`src/rtl/tmds_pkg.sv`:
```
// Shared constants and helpers for the multi-lane TMDS encoder.
// Latency: n/a (package only).
// Backpressure: n/a (package only).
package tmds_pkg;

    // Width of the signed per-lane running disparity counter.
    localparam int DISP_W = 5;

    // Per-cycle symbol mode, common to all lanes.
    localparam logic [1:0] MODE_CTRL  = 2'b00;
    localparam logic [1:0] MODE_VIDEO = 2'b01;
    localparam logic [1:0] MODE_DATA  = 2'b10;
    localparam logic [1:0] MODE_GUARD = 2'b11;

    // Control tokens indexed by {c1,c0}; bit 0 goes on the wire first.
    localparam logic [9:0] CTRL_TOKEN_00 = 10'b1101010100;
    localparam logic [9:0] CTRL_TOKEN_01 = 10'b0010101011;
    localparam logic [9:0] CTRL_TOKEN_10 = 10'b0101010100;
    localparam logic [9:0] CTRL_TOKEN_11 = 10'b1010101011;

    // Video guard band: even lanes (0, 2) and odd lanes (1, 3) differ.
    localparam logic [9:0] GUARD_EVEN = 10'b1011001100;
    localparam logic [9:0] GUARD_ODD  = 10'b0100110011;

    // Contents of the stage-1 pipeline register of one lane.
    typedef struct packed {
        logic [1:0] mode;
        logic [1:0] ctrl;
        logic [3:0] aux;
        logic [8:0] qm;
    } s1_t;

    // Number of set bits in a byte (0..8).
    function automatic logic [3:0] popcount8(input logic [7:0] v);
        logic [3:0] n;
        n = '0;
        for (int i = 0; i < 8; i++) begin
            n = n + {3'b000, v[i]};
        end
        return n;
    endfunction

    // Transition-minimising first step of 8b/10b video coding.
    // XNOR chaining is chosen for bytes with many ones so q_m has fewer
    // transitions; q_m[8] records which chain was used (1 = XOR).
    function automatic logic [8:0] tmds_qm(input logic [7:0] d);
        logic [3:0] n1;
        logic       use_xnor;
        logic [8:0] q;
        n1       = popcount8(d);
        use_xnor = (n1 > 4'd4) || ((n1 == 4'd4) && !d[0]);
        q        = '0;
        q[0]     = d[0];
        for (int i = 1; i < 8; i++) begin
            q[i] = use_xnor ? ~(q[i-1] ^ d[i]) : (q[i-1] ^ d[i]);
        end
        q[8] = ~use_xnor;
        return q;
    endfunction

    // Control token for {c1,c0}.
    function automatic logic [9:0] ctrl_token(input logic [1:0] c);
        logic [9:0] t;
        case (c)
            2'b00:   t = CTRL_TOKEN_00;
            2'b01:   t = CTRL_TOKEN_01;
            2'b10:   t = CTRL_TOKEN_10;
            default: t = CTRL_TOKEN_11;
        endcase
        return t;
    endfunction

    // TERC4 symbol for a data-island nibble.
    function automatic logic [9:0] terc4(input logic [3:0] d);
        logic [9:0] t;
        case (d)
            4'h0:    t = 10'b1010011100;
            4'h1:    t = 10'b1001100011;
            4'h2:    t = 10'b1011100100;
            4'h3:    t = 10'b1011100010;
            4'h4:    t = 10'b0101110001;
            4'h5:    t = 10'b0100011110;
            4'h6:    t = 10'b0110001110;
            4'h7:    t = 10'b0100111100;
            4'h8:    t = 10'b1011001100;
            4'h9:    t = 10'b0100111001;
            4'hA:    t = 10'b0110011100;
            4'hB:    t = 10'b1011000110;
            4'hC:    t = 10'b1010001110;
            4'hD:    t = 10'b1001110001;
            4'hE:    t = 10'b0101100011;
            default: t = 10'b1011000011;
        endcase
        return t;
    endfunction

endpackage

```
`src/rtl/tmds_lane_enc.sv`:
```
// One TMDS lane: 8b/10b video with DC balance, control tokens, TERC4, guard bands.
// Latency: 2 cycles from input sample to dout/disp; one symbol per cycle.
// Backpressure: none; the lane never stalls and accepts a symbol every cycle.
module tmds_lane_enc
    import tmds_pkg::*;
#(
    parameter int LANE      = 0,
    parameter bit USE_TERC4 = 1'b1
) (
    input  logic              clk,
    input  logic              rst,
    input  logic [1:0]        mode,
    input  logic [7:0]        din,
    input  logic [1:0]        ctrl,
    input  logic [3:0]        aux,
    output logic [9:0]        dout,
    output logic [DISP_W-1:0] disp
);

    localparam logic [9:0] GUARD_SYM = ((LANE % 2) == 0) ? GUARD_EVEN : GUARD_ODD;

    s1_t               s1_nxt;
    s1_t               s1;
    logic [3:0]        n1q;
    logic [DISP_W-1:0] d10;
    logic [DISP_W-1:0] cnt;
    logic [DISP_W-1:0] cnt_nxt;
    logic              cnt_pos;
    logic              cnt_neg;
    logic [9:0]        sym_nxt;

    // Stage 1 next state: q_m plus the side-band needed by stage 2.
    // Without TERC4 support a DATA request is folded into CTRL here so
    // stage 2 never sees it.
    always_comb begin
        s1_nxt      = '0;
        s1_nxt.qm   = tmds_qm(din);
        s1_nxt.ctrl = ctrl;
        s1_nxt.aux  = aux;
        s1_nxt.mode = mode;
        if (!USE_TERC4 && (mode == MODE_DATA)) begin
            s1_nxt.mode = MODE_CTRL;
        end
    end

    // Stage 1 register; reset loads an idle CTRL/00 symbol.
    always_ff @(posedge clk) begin
        if (rst) begin
            s1.mode <= MODE_CTRL;
            s1.ctrl <= 2'b00;
            s1.aux  <= '0;
            s1.qm   <= '0;
        end else begin
            s1 <= s1_nxt;
        end
    end

    // Sign tests on the two's-complement disparity counter.
    assign cnt_neg = cnt[DISP_W-1];
    assign cnt_pos = !cnt[DISP_W-1] && (cnt != '0);

    // Stage 2 next state: final symbol and updated running disparity.
    // d10 is (ones - zeros) of q_m[7:0]; all arithmetic is modulo 2^DISP_W,
    // which is exact because the balanced counter stays within -8..+8.
    always_comb begin
        n1q     = popcount8(s1.qm[7:0]);
        d10     = DISP_W'(n1q) + DISP_W'(n1q) - DISP_W'(8);
        sym_nxt = CTRL_TOKEN_00;
        cnt_nxt = '0;
        case (s1.mode)
            MODE_VIDEO: begin
                if ((cnt == '0) || (n1q == 4'd4)) begin
                    sym_nxt = {~s1.qm[8], s1.qm[8], s1.qm[8] ? s1.qm[7:0] : ~s1.qm[7:0]};
                    cnt_nxt = s1.qm[8] ? (cnt + d10) : (cnt - d10);
                end else if ((cnt_pos && (n1q > 4'd4)) || (cnt_neg && (n1q < 4'd4))) begin
                    sym_nxt = {1'b1, s1.qm[8], ~s1.qm[7:0]};
                    cnt_nxt = cnt + {{(DISP_W-2){1'b0}}, s1.qm[8], 1'b0} - d10;
                end else begin
                    sym_nxt = {1'b0, s1.qm[8], s1.qm[7:0]};
                    cnt_nxt = cnt + d10 - (s1.qm[8] ? DISP_W'(0) : DISP_W'(2));
                end
            end
            MODE_DATA:  sym_nxt = terc4(s1.aux);
            MODE_GUARD: sym_nxt = GUARD_SYM;
            default:    sym_nxt = ctrl_token(s1.ctrl);
        endcase
    end

    // Stage 2 register: output symbol and disparity (non-video clears it).
    always_ff @(posedge clk) begin
        if (rst) begin
            dout <= CTRL_TOKEN_00;
            cnt  <= '0;
        end else begin
            dout <= sym_nxt;
            cnt  <= cnt_nxt;
        end
    end

    assign disp = cnt;

endmodule

```
`src/rtl/tmds_encoder_mc.sv`:
```
// Multi-lane TMDS/HDMI encoder: NCH independent lanes sharing one mode input.
// Latency: 2 cycles; one 10-bit symbol per lane per pixel clock.
// Backpressure: none; downstream serialisers consume every cycle.
module tmds_encoder_mc
    import tmds_pkg::*;
#(
    parameter int NCH       = 3,
    parameter bit USE_TERC4 = 1'b1
) (
    input  logic                  clk,
    input  logic                  rst,
    input  logic [1:0]            mode,
    input  logic [8*NCH-1:0]      din,
    input  logic [2*NCH-1:0]      ctrl,
    input  logic [4*NCH-1:0]      aux,
    output logic [10*NCH-1:0]     dout,
    output logic [DISP_W*NCH-1:0] disp
);

    // One encoder per lane; the lane index selects the guard-band pattern.
    for (genvar i = 0; i < NCH; i++) begin : g_lane
        tmds_lane_enc #(
            .LANE      (i),
            .USE_TERC4 (USE_TERC4)
        ) u_lane (
            .clk  (clk),
            .rst  (rst),
            .mode (mode),
            .din  (din[8*i +: 8]),
            .ctrl (ctrl[2*i +: 2]),
            .aux  (aux[4*i +: 4]),
            .dout (dout[10*i +: 10]),
            .disp (disp[DISP_W*i +: DISP_W])
        );
    end

endmodule

```
`config.mk`:
```
export PLATFORM = sky130hd
export DESIGN_NAME = tmds_encoder_mc
export DESIGN_NICKNAME = d
export VERILOG_FILES = /design/src/rtl/tmds_pkg.sv /design/src/rtl/tmds_lane_enc.sv /design/src/rtl/tmds_encoder_mc.sv
export SDC_FILE = /design/constraint.sdc
export NUM_CORES = 1
export LEC_CHECK = 0
export ABC_AREA = 1
export ABC_CLOCK_PERIOD_IN_PS = 8400
export CAP_MARGIN = 5
export CORE_AREA = 3 3 139 141
export DETAILED_ROUTE_END_ITERATION = 10
export DIE_AREA = 0 0 142 144
export GPL_TIMING_DRIVEN = 0
export PLACE_DENSITY = 0.65
export SLEW_MARGIN = 20
export SYNTH_ARGS = -nofsm -noshare
export SYNTH_HDL_FRONTEND = slang
export SYNTH_SLANG_ARGS = --single-unit
```
`constraint.sdc`:
```
create_clock -name clk -period 8.4 [get_ports clk]
set_input_delay 0.84 -clock clk [delete_from_list [all_inputs] [get_ports clk]]
set_output_delay 0.84 -clock clk [all_outputs]
set_load 0.01 [all_outputs]
```
==> Word-level counts from Yosys, hierarchy flattened <==
Memories as Yosys holds them, arrays and structs flattened. A register that Yosys moved wholly into a read port is not among the register bits.
Cells that the tools add are included.
{ "totals": {"reg_bits": 80, "mem_bits_ro": 480, "input_bits": 46, "output_inout_bits": 45, "wordCells": 243, "mem_count": 3} }
{ "memory_table": {"columns": ["name", "depth", "width", "read_ports", "rd_clocked_by_memory_dff", "wr", "line", "source"], "rows": [
  ["(no name shown)", 16, 10, 1, 1, 0, "tmds_pkg.sv:76", "case (d)"],
  ["(no name shown)", 16, 10, 1, 1, 0, "tmds_pkg.sv:76", null],
  ["(no name shown)", 16, 10, 1, 1, 0, "tmds_pkg.sv:76", null]
]} }
{ "op_classes": {"n_addsub": 63, "magnitude_cmp": 9, "n_eq_ne": 15, "mux": 51, "bitwise_logic": 52, "n_reduce_logical": 37} }
{ "ops": {"columns": ["operator", "count"], "rows": [
  ["10-bit one-hot mux with 3 select lines", 6],
  ["4-bit by 1-bit adder with 4-bit output", 36],
  ["10-bit 2-to-1 mux", 6],
  ["5-bit 2-to-1 mux", 9],
  ["5-bit subtractor", 9],
  ["1-bit inverter", 28],
  ["4-bit by 3-bit equality test with 1-bit output, second input constant", 6],
  ["4-bit by 3-bit greater-than comparator with 1-bit output, second input constant", 6],
  ["8-bit 2-to-1 mux", 3],
  ["8-bit inverter", 3],
  ["1-bit 2-to-1 mux", 21],
  ["1-bit bitwise XOR", 21],
  ["4-bit by 4-bit adder with 5-bit output", 3],
  ["5-bit by 2-bit adder with 5-bit output", 3],
  ["5-bit adder", 3],
  ["5-bit logical NOT", 3],
  ["5-bit nonzero test", 3],
  ["5-bit by 4-bit subtractor with 5-bit output, second input constant", 3],
  ["1-bit by 1-bit adder with 2-bit output", 6],
  ["1-bit logical AND", 12],
  ["4-bit by 3-bit < comparator with 1-bit output, second input constant", 3],
  ["4-bit 2-to-1 mux", 3],
  ["2-bit equality test, second input constant", 5],
  ["1-bit logical OR", 9],
  ["other kinds (5)", 17]
]} }

==> Longest topological paths before layout <==
Gate-level depths: netlist (run 1).
{ "logic_depth": {"ltp_word": 29, "depth_mapped": 21, "mapped_depth_nobuf": 21} }

==> By module <==
From an unflattened synthesis (run 1), not the netlist that was laid out.
{ "unflattened": {"cells_unflattened": 1159, "area_unflattened_um2": 8488.1} }
{ "by_module_without_submodules": {"columns": ["module", "instances", "cells_each", "area_per_inst_um2", "seq_area_each_um2"], "rows": [
  ["tmds_lane_enc (g_lane[1].u_lane)", 1, 383, 2842.7, 740.7],
  ["tmds_lane_enc (g_lane[2].u_lane)", 1, 388, 2824.0, 740.7],
  ["tmds_lane_enc (g_lane[0].u_lane)", 1, 388, 2821.5, 740.7]
]} }

==> Least setup slack after synthesis (run 1) <==
OpenSTA, ideal clock, no wires.
{ "synth_path": {"kind": "reg2reg", "start": "register g_lane[1].u_lane.s1[0] in the netlist's numbering", "end": "register g_lane[1].u_lane.cnt[4]", "setup_time_ps": 120, "arrival_ps": 3920, "slack_ps": 4360, "path_stages_with_launch": 20, "n_path_buf": 0, "path_cell_list": "dfxtp_1 -> ha_1 -> inv_1 -> fa_1 -> fa_1 -> fa_1 -> fa_1 -> inv_1 -> ha_1 -> inv_1 -> ha_1 -> a21o_1 -> nand2_1 -> nand2_1 -> inv_1 -> nand2_1 -> nand3_1 -> nand2_1 -> nand2_1 -> a21oi_1"} }
{ "synth_between": {"elab_chain_len": 13} }
{ "synth_lines": {"columns": ["element", "line", "source"], "rows": [
  ["start, declared", "tmds_lane_enc.sv:23", "s1_t s1;"],
  ["start signal, assigned", "tmds_lane_enc.sv:54", "s1 <= s1_nxt;"],
  ["1-bit by 1-bit adder with 2-bit output (*)", "tmds_pkg.sv:38", "n = n + {3'b000, v[i]};"],
  ["4-bit by 1-bit adder with 4-bit output (*) (6 in series)", "tmds_pkg.sv:38", null],
  ["4-bit by 4-bit adder with 5-bit output", "tmds_lane_enc.sv:67", "d10 = DISP_W'(n1q) + DISP_W'(n1q) - DISP_W'(8);"],
  ["5-bit by 4-bit subtractor with 5-bit output", "tmds_lane_enc.sv:67", null],
  ["5-bit adder", "tmds_lane_enc.sv:74, tmds_lane_enc.sv:80", null],
  ["5-bit subtractor", "tmds_lane_enc.sv:80", "cnt_nxt = cnt + d10 - (s1.qm[8] ? DISP_W'(0) : DISP_W'(2));"],
  ["5-bit 2-to-1 mux", "tmds_lane_enc.sv:75", "end else if ((cnt_pos && (n1q > 4'd4)) || (cnt_neg && (n1q < 4'd4))) begin"],
  ["5-bit 2-to-1 mux (*)", "tmds_lane_enc.sv:72", "if ((cnt == '0) || (n1q == 4'd4)) begin"],
  ["end signal, assigned", "tmds_lane_enc.sv:96", "cnt <= cnt_nxt;"],
  ["end, declared", "tmds_lane_enc.sv:26", "logic [DISP_W-1:0] cnt;"]
]} }
Mark *: on every way between the ends. The rest lies on a longest branch, timed or not.
A chain may end at the register's enable or synchronous reset.

==> Worst setup path in the final report (run 1) <==
{ "layout_path": {"start": "input din[0]", "end": "register g_lane[0].u_lane.s1[7] in the netlist's numbering"} }
{ "layout_between": {"elab_chain_len": 29} }
{ "layout_lines": {"columns": ["element", "line", "source"], "rows": [
  ["start, declared", "tmds_encoder_mc.sv:13", "input logic [8*NCH-1:0] din,"],
  ["branches (longest 28 deep; another with 4-bit by 1-bit adder with 4-bit output)", null, null],
  ["1-bit 2-to-1 mux (*)", "tmds_pkg.sv:55", "q[i] = use_xnor ? ~(q[i-1] ^ d[i]) : (q[i-1] ^ d[i]);"],
  ["end signal, assigned", "tmds_lane_enc.sv:54", null],
  ["end, declared", "tmds_lane_enc.sv:23", null]
]} }
Every way passes the cells marked *.

==> results of run 1 <==
[worst paths after layout]
| kind | slack, ns | endpoint | start |
|---|---|---|---|
| min | 0.44 | g_lane[2].u_lane.dout[4] | flip-flop |
| min reg2reg | 0.44 | g_lane[2].u_lane.dout[4] | flip-flop |
| max reg2reg | 3.96 | g_lane[1].u_lane.disp[4] | g_lane[1].u_lane.s1[1] |
| max | 3.94 | g_lane[0].u_lane.s1[7] | din[0] |
[layer usage]
layer  wire length [µm]  GRT usage, %
met1               9620          27.4
met2               8790          31.5
met3                674          2.88
met4                293          4.44
met5                  0             0
[layout by cell type, fill, tap and decap left out, types with 5 or more instances in the layout]
master             n
o21ai_0           79
clkbuf_16          9
buf_2              6
inv_1            193
nand2_1          262
nand2_2            8
xor2_1            24
nor3_1             6
nor2_1            88
ha_1              93
buf_4              5
a31oi_1           12
inv_2             11
clkdlybuf4s50_1   86
a21oi_1           37
dfxtp_1          107
o31ai_1            5
o211ai_1           6
fa_1              36
xnor2_1            6
nand2_4            7
nand3_1           82
[area by class of cell]
type,instances,share of cell area [%]
buffer,18,0.975
clock buffer,11,2.52
clock inverter,5,0.702
inverter,208,8.21
multi-input combinational,795,53.4
sequential,107,22.3
tap,229,2.98
timing repair buffer,86,8.94
[where the power goes]
part | switching [mW] | internal (mW)
Combinational | 1.12 | 0.736
Clock | 0.205 | 0.245
Sequential | 0.0537 | 0.582
Total | 1.38 | 1.56
[worst max-delay path, stage by stage]
cell and delay, ns:
clkdlybuf4s50_1 0.51, ha_1 0.44, inv_1 0.08, fa_1 0.48, fa_1 0.50, inv_1 0.05, fa_1 0.40, fa_1 0.44
nor2_1 0.12, nand2_1 0.08, nand2_2 0.12, nand2_4 0.09, nand2_1 0.07, nand3_1 0.11, nand2_1 0.11, nand2_1 0.05
nand2_1 0.08, nor2_1 0.04, nor2_1 0.12
[cell families after synthesis]
group	count (synthesis)
AO/OA/AOI/OAI	159
XOR/XNOR	30
adder cells (fa/ha/maj)	129
buffers and inverters	226
AND/OR/NAND/NOR	474
other	1
flip-flops	107
[per-stage QoR]
step / hold WS, ns / area, µm² / setup WS, ns / std cells / utilization, %
floorplan: 0.409 / 8170 / 4.36 / 1128 / -
global placement: 0.428 / 9320 / 3.67 / 1443 / 51.5
detailed placement: 0.429 / 9320 / 3.60 / 1443 / 51.5
CTS: 0.447 / 9630 / 3.94 / 1459 / 53.2
global route: 0.483 / 9630 / 3.59 / 1459 / 53.2
finish: 0.442 / 9630 / 3.94 / 1459 / 53.2
==> results.md, run 1 <==
* Synthesis-stage register bit count at 107
* EDFF count, synth at 0
* N_diodes at 0
* Setup CP Type: input port to flip-flop
* Largest net degree at the start of global routing at 19
* Power Total at 2.94 mW
* Total CTS buffers at 9
* Final Max Tran Viols at 0
* Horiz. Die Dim at 142 µm
* First-pass GRT wire length at 32200 µm
* Syn avg cell area at 7.25 µm²
* Post-CTS Resized at 0
* Register area at 0.00214 mm²
* Post-Synth Adder-Cell Area at 23.1%
* Async set-reset flop share out of synthesis at 0%
* Die height at 144 µm
* DRT iter0 DRCs at 360
* Startpoint Class: input port
* Cell taking the most area after synthesis: dfxtp_1
* IO buf count at 86
* Worst reg-to-reg path cell count at 17
* Fin nets at 1400
* Initial Util at 45.1%
* Clock Pin Slew Worst Setup and Hold Paths at 0.07 ns
* Share of layout cells above drive strength 1 at 6.18%
* CTS tree: done
* DRC violations left at 0
* Post-synth design cell area at 0.00816 mm²
* Simple-Gate Fraction of Synth Area at 25.5%
* Setup Skew at 0.00589 ns
* VDD IR-drop max at 144 µV
* Layout area overhead at 18.0%
* Cts hold-fix bufs at 0
* Core box area at 0.0181 mm²
* Routed WL at 19400 µm
* Post-synth cell types at 42
* Max_cap viols at 0
* Multi-input gate area at 0.00514 mm²
* Top post-synthesis cells by area: dfxtp_1, ha_1, nand2_1
* Share of Yosys cell area claimed by the top area cell type at 26.2%
* Status: finished clean
* Final cycle utilization of the critical path at 53.1%
* Htree depth at 3
* Most frequently used flop master after synthesis: dfxtp_1
* Mux share of post-synthesis cell area at 0%
* Synth top cells by count: nand2_1, inv_1, dfxtp_1
* Setup TNS at 0 ns
* DR WL/cell at 13.3 µm
* Main combinational cell family by area after synthesis: simple AND/OR/NAND/NOR gates
* Final Setup Violations at 0
* Max Clk Rate at 224 MHz
* Number of global-route vias before repair at 6649
* FILL cells at 1755
* Critical Path AT at 4.74 ns
* Initial antenna violation count at 0
* Overflow after GRT at 0
* Worst endpoint required time at 8.68 ns
* 1st-pass router iterations at 5
* Via density at 4.79
* Standby leakage power at 4.90 nW
* Die ar. at 0.0204 mm²
* Clock Path Buffers at 2
* Worst Tran Pin Value at 0.643 ns
* DR vias at 6989
* Number of synthesis warnings at 0
* HP Class: flip-flop to flip-flop
* Hpwl dp at 15900 µm
* Worst-Skew Late Latency at 0.35 ns
* Clk Tree Root Cell: clkbuf_16
* Xor/xnor share of the synthesized area at 3.22%
* Minimum clock period at 4.46 ns
* Most common cell in the synthesized netlist: nand2_1
* Compound-cell area share of the yosys netlist at 11.1%
* DRT antenna net count at 0
* Setup crit end kind: flip-flop
* Worst hold path depth at 2
* RSZ-0062 raised after global routing: false
* Setup bufs post-CTS at 0
* Headroom to the max-slew limit at 57.2%
* Gpl congestion at 0.906
* Sequential-to-total area share from yosys stat at 26.2%
* Crit Path Max Fanout at 8
* Gr usage total at 19.4%
* Hold Vio Cnt, Final at 0
* PwrDens at 305 mW/mm²
* Rows at 49
* Cells after Synth at 1126
* # IOs at 91
* CTS sink count at 107
Power figures use the tool's default switching activity.
==> run 2: changes to the inputs <==
--- a/config.mk
+++ b/config.mk
@@ -6,7 +6,7 @@
 export NUM_CORES = 1
 export LEC_CHECK = 0
 export ABC_AREA = 1
-export ABC_CLOCK_PERIOD_IN_PS = 8400
+export ABC_CLOCK_PERIOD_IN_PS = 4200
 export CAP_MARGIN = 5
 export CORE_AREA = 3 3 139 141
 export DETAILED_ROUTE_END_ITERATION = 10
==> constraint.sdc (replaced) <==
create_clock -name clk -period 4.2 [get_ports clk]
set_input_delay 0.42 -clock clk [delete_from_list [all_inputs] [get_ports clk]]
set_output_delay 0.42 -clock clk [all_outputs]
set_load 0.01 [all_outputs]
==> run 2 against run 1 <==
Compared with the run above:
- via count up 2.3%
- cell count up 1.6%
- final area up 4.7%
- clock-buffer cell count unchanged
- clock skew up 0.0012 ns
- sequential power up 100%
- hold slack worse by 0.057 ns
- die area unchanged
- highest routed layer unchanged
==> results.md, run 2 (synthesis gave the netlist of run 1 again) <==
* CTS tree: done
* Register area at 0.00216 mm²
* Fin area at 0.0101 mm²
* Post-route setup slack at 0.0707 ns
* CP peak stage delay at 0.52 ns
* DRT iter0 DRCs at 414
* IO buf count at 86
* Largest net degree at the start of global routing at 19
* Max Clk Rate at 242 MHz
* Hold Vio Cnt, Final at 0
* Hpwl dp at 15900 µm
* Number of global-route vias before repair at 6687
* CTS sink count at 107
* Rows at 49
* Seq pwr share at 20.0%
* Core box area at 0.0181 mm²
* Post-place instance area at 0.00932 mm²
* RR Endpoint: g_lane[0].u_lane.dout[0]
* Headroom to the max-slew limit at 51.3%
* Clock Path Buffers at 2
* Layout area overhead at 23.5%
* Worst endpoint required time at 4.47 ns
* Net Switching at 2.96 mW
* Final Max Tran Viols at 0
* Share of power burned in combinational logic at 66.0%
* Crit path launch: g_lane[0].u_lane.s1[0]
* Multi-input gate area at 0.00540 mm²
* PwrDens at 636 mW/mm²
* Crit path top cell by count: nand2_4
* Slowest cell on crit path: fa_1
* RSZ-0062 raised after global routing: true
* Share of layout cells above drive strength 1 at 11.7%
* Final cycle utilization of the critical path at 98.3%
* N_diodes at 0
* CP Cell Sequence: ha_4 > inv_2 > fa_1 > fa_1 > fa_2 > fa_2 > xor2_4 > inv_1 > ha_1 > nand3_1 > nand3_2 > nand2_4 > nand2_4 > nand2_4 > inv_2 > nand2_1 > nand3_1 > a21oi_2
* Gpl congestion at 0.906
* Clock network fraction of total power at 14.0%
* Hold Crit Start: rst
* Worst Tran Pin Value at 0.731 ns
* Cts hold-fix bufs at 0
* FILL cells at 1685
* Startpoint Class: flip-flop
* Flop2flop setup slack at 0.07 ns
* Setup CP Type: flip-flop to flip-flop
* # IOs at 91
* Worst Setup EP: g_lane[0].u_lane.dout[0]
* Setup crit end kind: flip-flop
* DR WL/cell at 13.5 µm
* Largest delay contributor family on the critical path: adder cells
* Minimum clock period at 4.13 ns
* Placed Instances at 1443
* Setup TNS at 0 ns
* Die ar. at 0.0204 mm²
* Status: finished clean
* FF-to-FF Start: g_lane[0].u_lane.s1[0]
* Horiz. Die Dim at 142 µm
* HP Class: input port to flip-flop
* DRT antenna net count at 0
* Routed WL at 20000 µm
* Dpl ws at -0.241 ns
* Initial Util at 45.1%
* Layout Cells excl Fill at 1482
* Max_cap viols at 0
* Fin nets at 1423
* Worst-Skew Late Latency at 0.35 ns
* Overflow after GRT at 0
* Gr usage total at 19.5%
* Pint at 3.45 mW
* First-pass GRT wire length at 32300 µm
* Standby leakage power at 5.00 nW
* 1st-pass router iterations at 5
* Critical Path AT at 4.39 ns
* DR vias at 7148
* Commonest non-fill, non-tap cells in the layout: nand2_1, inv_1, dfxtp_1, nor2_1, clkdlybuf4s50_1
* VDD IR-drop max at 312 µV
* Crit path buffers/inverters at 3
* Commonest non-fill, non-tap cell in the layout: nand2_1
* DRC violations left at 0
* Worst reg-to-reg path cell count at 18
* Sw Ratio at 46.2%
* Clk Tree Root Cell: clkbuf_16
* Clock Pin Slew Worst Setup and Hold Paths at 0.07 ns
* Crit Path Max Fanout at 8
* Die height at 144 µm
* Initial antenna violation count at 0
* WP depth at 18
* Htree depth at 3
* Via density at 4.82
* Final Setup Violations at 0
* Total CTS buffers at 9
* Setup Skew at 0.00708 ns
## run 2: layout make-up
class,count,share of cell area (%)
tap,229,2.84
sequential,107,21.4
buffer,18,0.931
multi-input combinational,795,53.6
clock buffer,11,2.41
clock inverter,5,0.670
inverter,208,7.85
timing repair buffer,109,10.3
## run 2: power by group through the flow
stage	clock (mW)	combinational (mW)	sequential, mW
after floorplan	0	2.81	1.29
after global placement	0	3.64	1.29
after detailed placement	0	3.70	1.30
after CTS	0.920	3.76	1.27
after global routing	0.958	4.81	1.30
final	0.900	4.23	1.28
## run 2: worst min path at each step
stage	to	slack, ns	depth (start not counted)
after floorplan	g_lane[0].u_lane.dout[4]	0.41	2
after global placement	g_lane[2].u_lane.dout[4]	0.43	2
after detailed placement	g_lane[2].u_lane.dout[4]	0.43	2
after CTS	g_lane[1].u_lane.s1[6]	0.37	2
after global routing	g_lane[1].u_lane.s1[6]	0.39	2
final	g_lane[1].u_lane.s1[6]	0.39	2
## run 2: metal layers
metal / share of wire, % / vias up / global-route usage, %
li1: - / 3764 / -
met1: 49 / 3232 / 27.5
met2: 46 / 131 / 31.8
met3: 3.4 / 21 / 2.65
met4: 1.3 / 0 / 4.44
met5: 0 / - / 0
## run 2: repair_timing
item                       4_1_cts  5_1_grt
setup endpoints to repair       14       31
pin swaps                        3       26
setup buffers                    1       22
gates resized for setup          6       53
## run 2: per-stage QoR
step,hold slack [ns],power (mW),utilization [%]
5_1_grt,0.392,7.07,55.7
3_5_place_dp,0.429,4.99,51.5
3_3_place_gp,0.428,4.93,51.5
6_report,0.386,6.41,55.7
2_1_floorplan,0.409,4.10,-
4_1_cts,0.373,5.95,53.4
==> run 3: changes to the inputs <==
--- a/config.mk
+++ b/config.mk
@@ -8,11 +8,13 @@
 export ABC_AREA = 1
 export ABC_CLOCK_PERIOD_IN_PS = 4200
 export CAP_MARGIN = 5
-export CORE_AREA = 3 3 139 141
+export CELL_PAD_IN_SITES_DETAIL_PLACEMENT = 1
+export CELL_PAD_IN_SITES_GLOBAL_PLACEMENT = 1
+export CORE_AREA = 3 3 144 146
 export DETAILED_ROUTE_END_ITERATION = 10
-export DIE_AREA = 0 0 142 144
+export DIE_AREA = 0 0 147 149
 export GPL_TIMING_DRIVEN = 0
-export PLACE_DENSITY = 0.65
+export PLACE_DENSITY_LB_ADDON = 0.1
 export SLEW_MARGIN = 20
 export SYNTH_ARGS = -nofsm -noshare
 export SYNTH_HDL_FRONTEND = slang
==> run 3 against run 2 <==
Compared with the run above:
- cell count rose by 2.6%
- via count rose by 4.0%
- final area rose by 1.3%
- sequential share of layout area fell by 0.24 points
- hold slack got worse by 0.013 ns
- combinational power rose by 9.0%
- critical path type unchanged
==> results.md, run 3 (synthesis gave the netlist of run 1 again) <==
* CTS sink count at 107
* Worst-Skew Late Latency at 0.36 ns
* Commonest non-fill, non-tap cell in the layout: nand2_1
* Placed Instances at 1479
* Max_cap viols at 0
* Gr usage total at 21.2%
* Worst endpoint required time at 4.49 ns
* Fin nets at 1425
* Number of global-route vias before repair at 7422
* Max Clk Rate at 241 MHz
* Final cycle utilization of the critical path at 98.9%
* Setup Skew at 0.00891 ns
* DR vias at 7434
* Rows at 51
* Headroom to the max-slew limit at 47.1%
* DR WL/cell at 15.8 µm
* Die height at 149 µm
* # IOs at 91
* Layout Cells excl Fill at 1520
* Largest net degree at the start of global routing at 19
* Critical Path AT at 4.44 ns
* Final Setup Violations at 0
* Via density at 4.89
* 1st-pass router iterations at 4
* IO buf count at 86
* Initial antenna violation count at 0
* Hpwl dp at 18500 µm
* Initial Util at 41.8%
* DRC violations left at 0
* Hold Crit Start: rst
* Overflow after GRT at 0
* Die ar. at 0.0219 mm²
* Hold Vio Cnt, Final at 0
* PwrDens at 659 mW/mm²
* VDD IR-drop max at 235 µV
* Minimum clock period at 4.15 ns
* Final Max Tran Viols at 0
* RR Endpoint: g_lane[1].u_lane.disp[4]
* Standby leakage power at 5.00 nW
* Worst Tran Pin Value at 0.794 ns
* Flop2flop setup slack at 0.05 ns
* Htree depth at 3
* Horiz. Die Dim at 147 µm
* Clock Path Buffers at 2
* Setup CP Type: flip-flop to flip-flop
* Worst reg-to-reg path cell count at 17
* Fin area at 0.0102 mm²
* N_diodes at 0
* Gpl congestion at 0.851
* FF-to-FF Start: g_lane[1].u_lane.s1[0]
* Share of layout cells above drive strength 1 at 13.1%
* CTS tree: done
* WHS Endpoint: g_lane[1].u_lane.s1[6]
* DRT iter0 DRCs at 277
* HP Class: input port to flip-flop
* Status: finished clean
* Worst hold path depth at 2
* Clock Pin Slew Worst Setup and Hold Paths at 0.07 ns
* Core box area at 0.0195 mm²
* DRT antenna net count at 0
* Power Total at 6.72 mW
* Commonest non-fill, non-tap cells in the layout: nand2_1, inv_1, dfxtp_1, nor2_1, clkdlybuf4s50_1
* Crit Path Max Fanout at 4
* Total CTS buffers at 9
* Layout area overhead at 25.1%
* RSZ-0062 raised after global routing: true
* Setup crit end kind: flip-flop
* Routed WL at 24000 µm
* First-pass GRT wire length at 37500 µm
* Startpoint Class: flip-flop
* Clk Tree Root Cell: clkbuf_16
* Post-place instance area at 0.00936 mm²
run 3: cell types whose count changed in the layout (fill, tap and decap cells not counted), sizes merged:
cell and delta:
clkinv +2, clkbuf -1, buf +2, inv -2, bufinv -1, clkinvlp +2
run 3: area by class of cell:
type                            instances  area, µm²
Fill cell                            2527       9320
Multi-Input combinational cell        795       5480
Sequential cell                       107       2160
Timing Repair Buffer                  111       1060
Inverter                              208        801
Tap cell                              265        332
Clock buffer                           10        229
Buffer                                 18       93.8
Clock inverter                          6       48.8
run 3: stage by stage:
stage	util (%)	worst slack [ns]	hold WS, ns	setup TNS [ns]
after floorplan	-	0.160	0.409	0
after global placement	47.9	-0.309	0.441	-2.49
after detailed placement	47.9	-0.306	0.446	-2.63
after CTS	49.8	-0.0122	0.371	-0.0122
after global routing	52.3	-0.108	0.388	-0.308
final	52.3	0.0480	0.373	0
run 3: how the worst max path moves through the flow:
stage	from	endpoint	slack, ns
2_1_floorplan	g_lane[1].u_lane.s1[0]	g_lane[1].u_lane.disp[4]	0.16
3_3_place_gp	g_lane[1].u_lane.s1[1]	g_lane[1].u_lane.disp[4]	-0.31
3_5_place_dp	g_lane[1].u_lane.s1[1]	g_lane[1].u_lane.disp[4]	-0.31
4_1_cts	g_lane[1].u_lane.s1[1]	g_lane[1].u_lane.disp[4]	-0.01
5_1_grt	g_lane[1].u_lane.s1[0]	g_lane[1].u_lane.disp[4]	-0.11
6_report	g_lane[1].u_lane.s1[0]	g_lane[1].u_lane.disp[4]	0.05
run 3: timing repair:
item	in CTS	in global routing
hold buffers	0	0
setup endpoints to repair	19	27
pin swaps	5	33
gates resized for setup	17	64
setup buffers	1	24
run 3: report_power, final:
| part | leakage [nW] | switching (mW) | total [mW] | internal, mW |
|---|---|---|---|---|
| clock network | 0.131 | 0.413 | 0.822 | 0.410 |
| logic | 3.98 | 2.70 | 4.61 | 1.91 |
| registers | 0.894 | 0.124 | 1.29 | 1.17 |
| total | 5.00 | 3.24 | 6.72 | 3.49 |
run 3: critical path, stage by stage, from the launching register on:
cell and delay, ns:
dfxtp_4 0.36, ha_4 0.26, inv_2 0.03, fa_1 0.53, fa_1 0.46, fa_2 0.43
fa_2 0.64, ha_4 0.16, inv_1 0.06, fa_1 0.54, inv_1 0.06, nand2_2 0.07
nand2_2 0.06, nand2_1 0.08, nand3_2 0.08, nand2_2 0.09, nand2_1 0.05, a21oi_1 0.12
run 3: routing by layer:
| metal | vias to the layer above | track usage [%] | share of wire (%) |
|---|---|---|---|
| met5 | - | 0 | 0 |
| met4 | 0 | 4.01 | 0.87 |
| met3 | 15 | 2.58 | 2.2 |
| met2 | 79 | 36.7 | 49 |
| met1 | 3585 | 28.8 | 48 |
| li1 | 3755 | - | - |
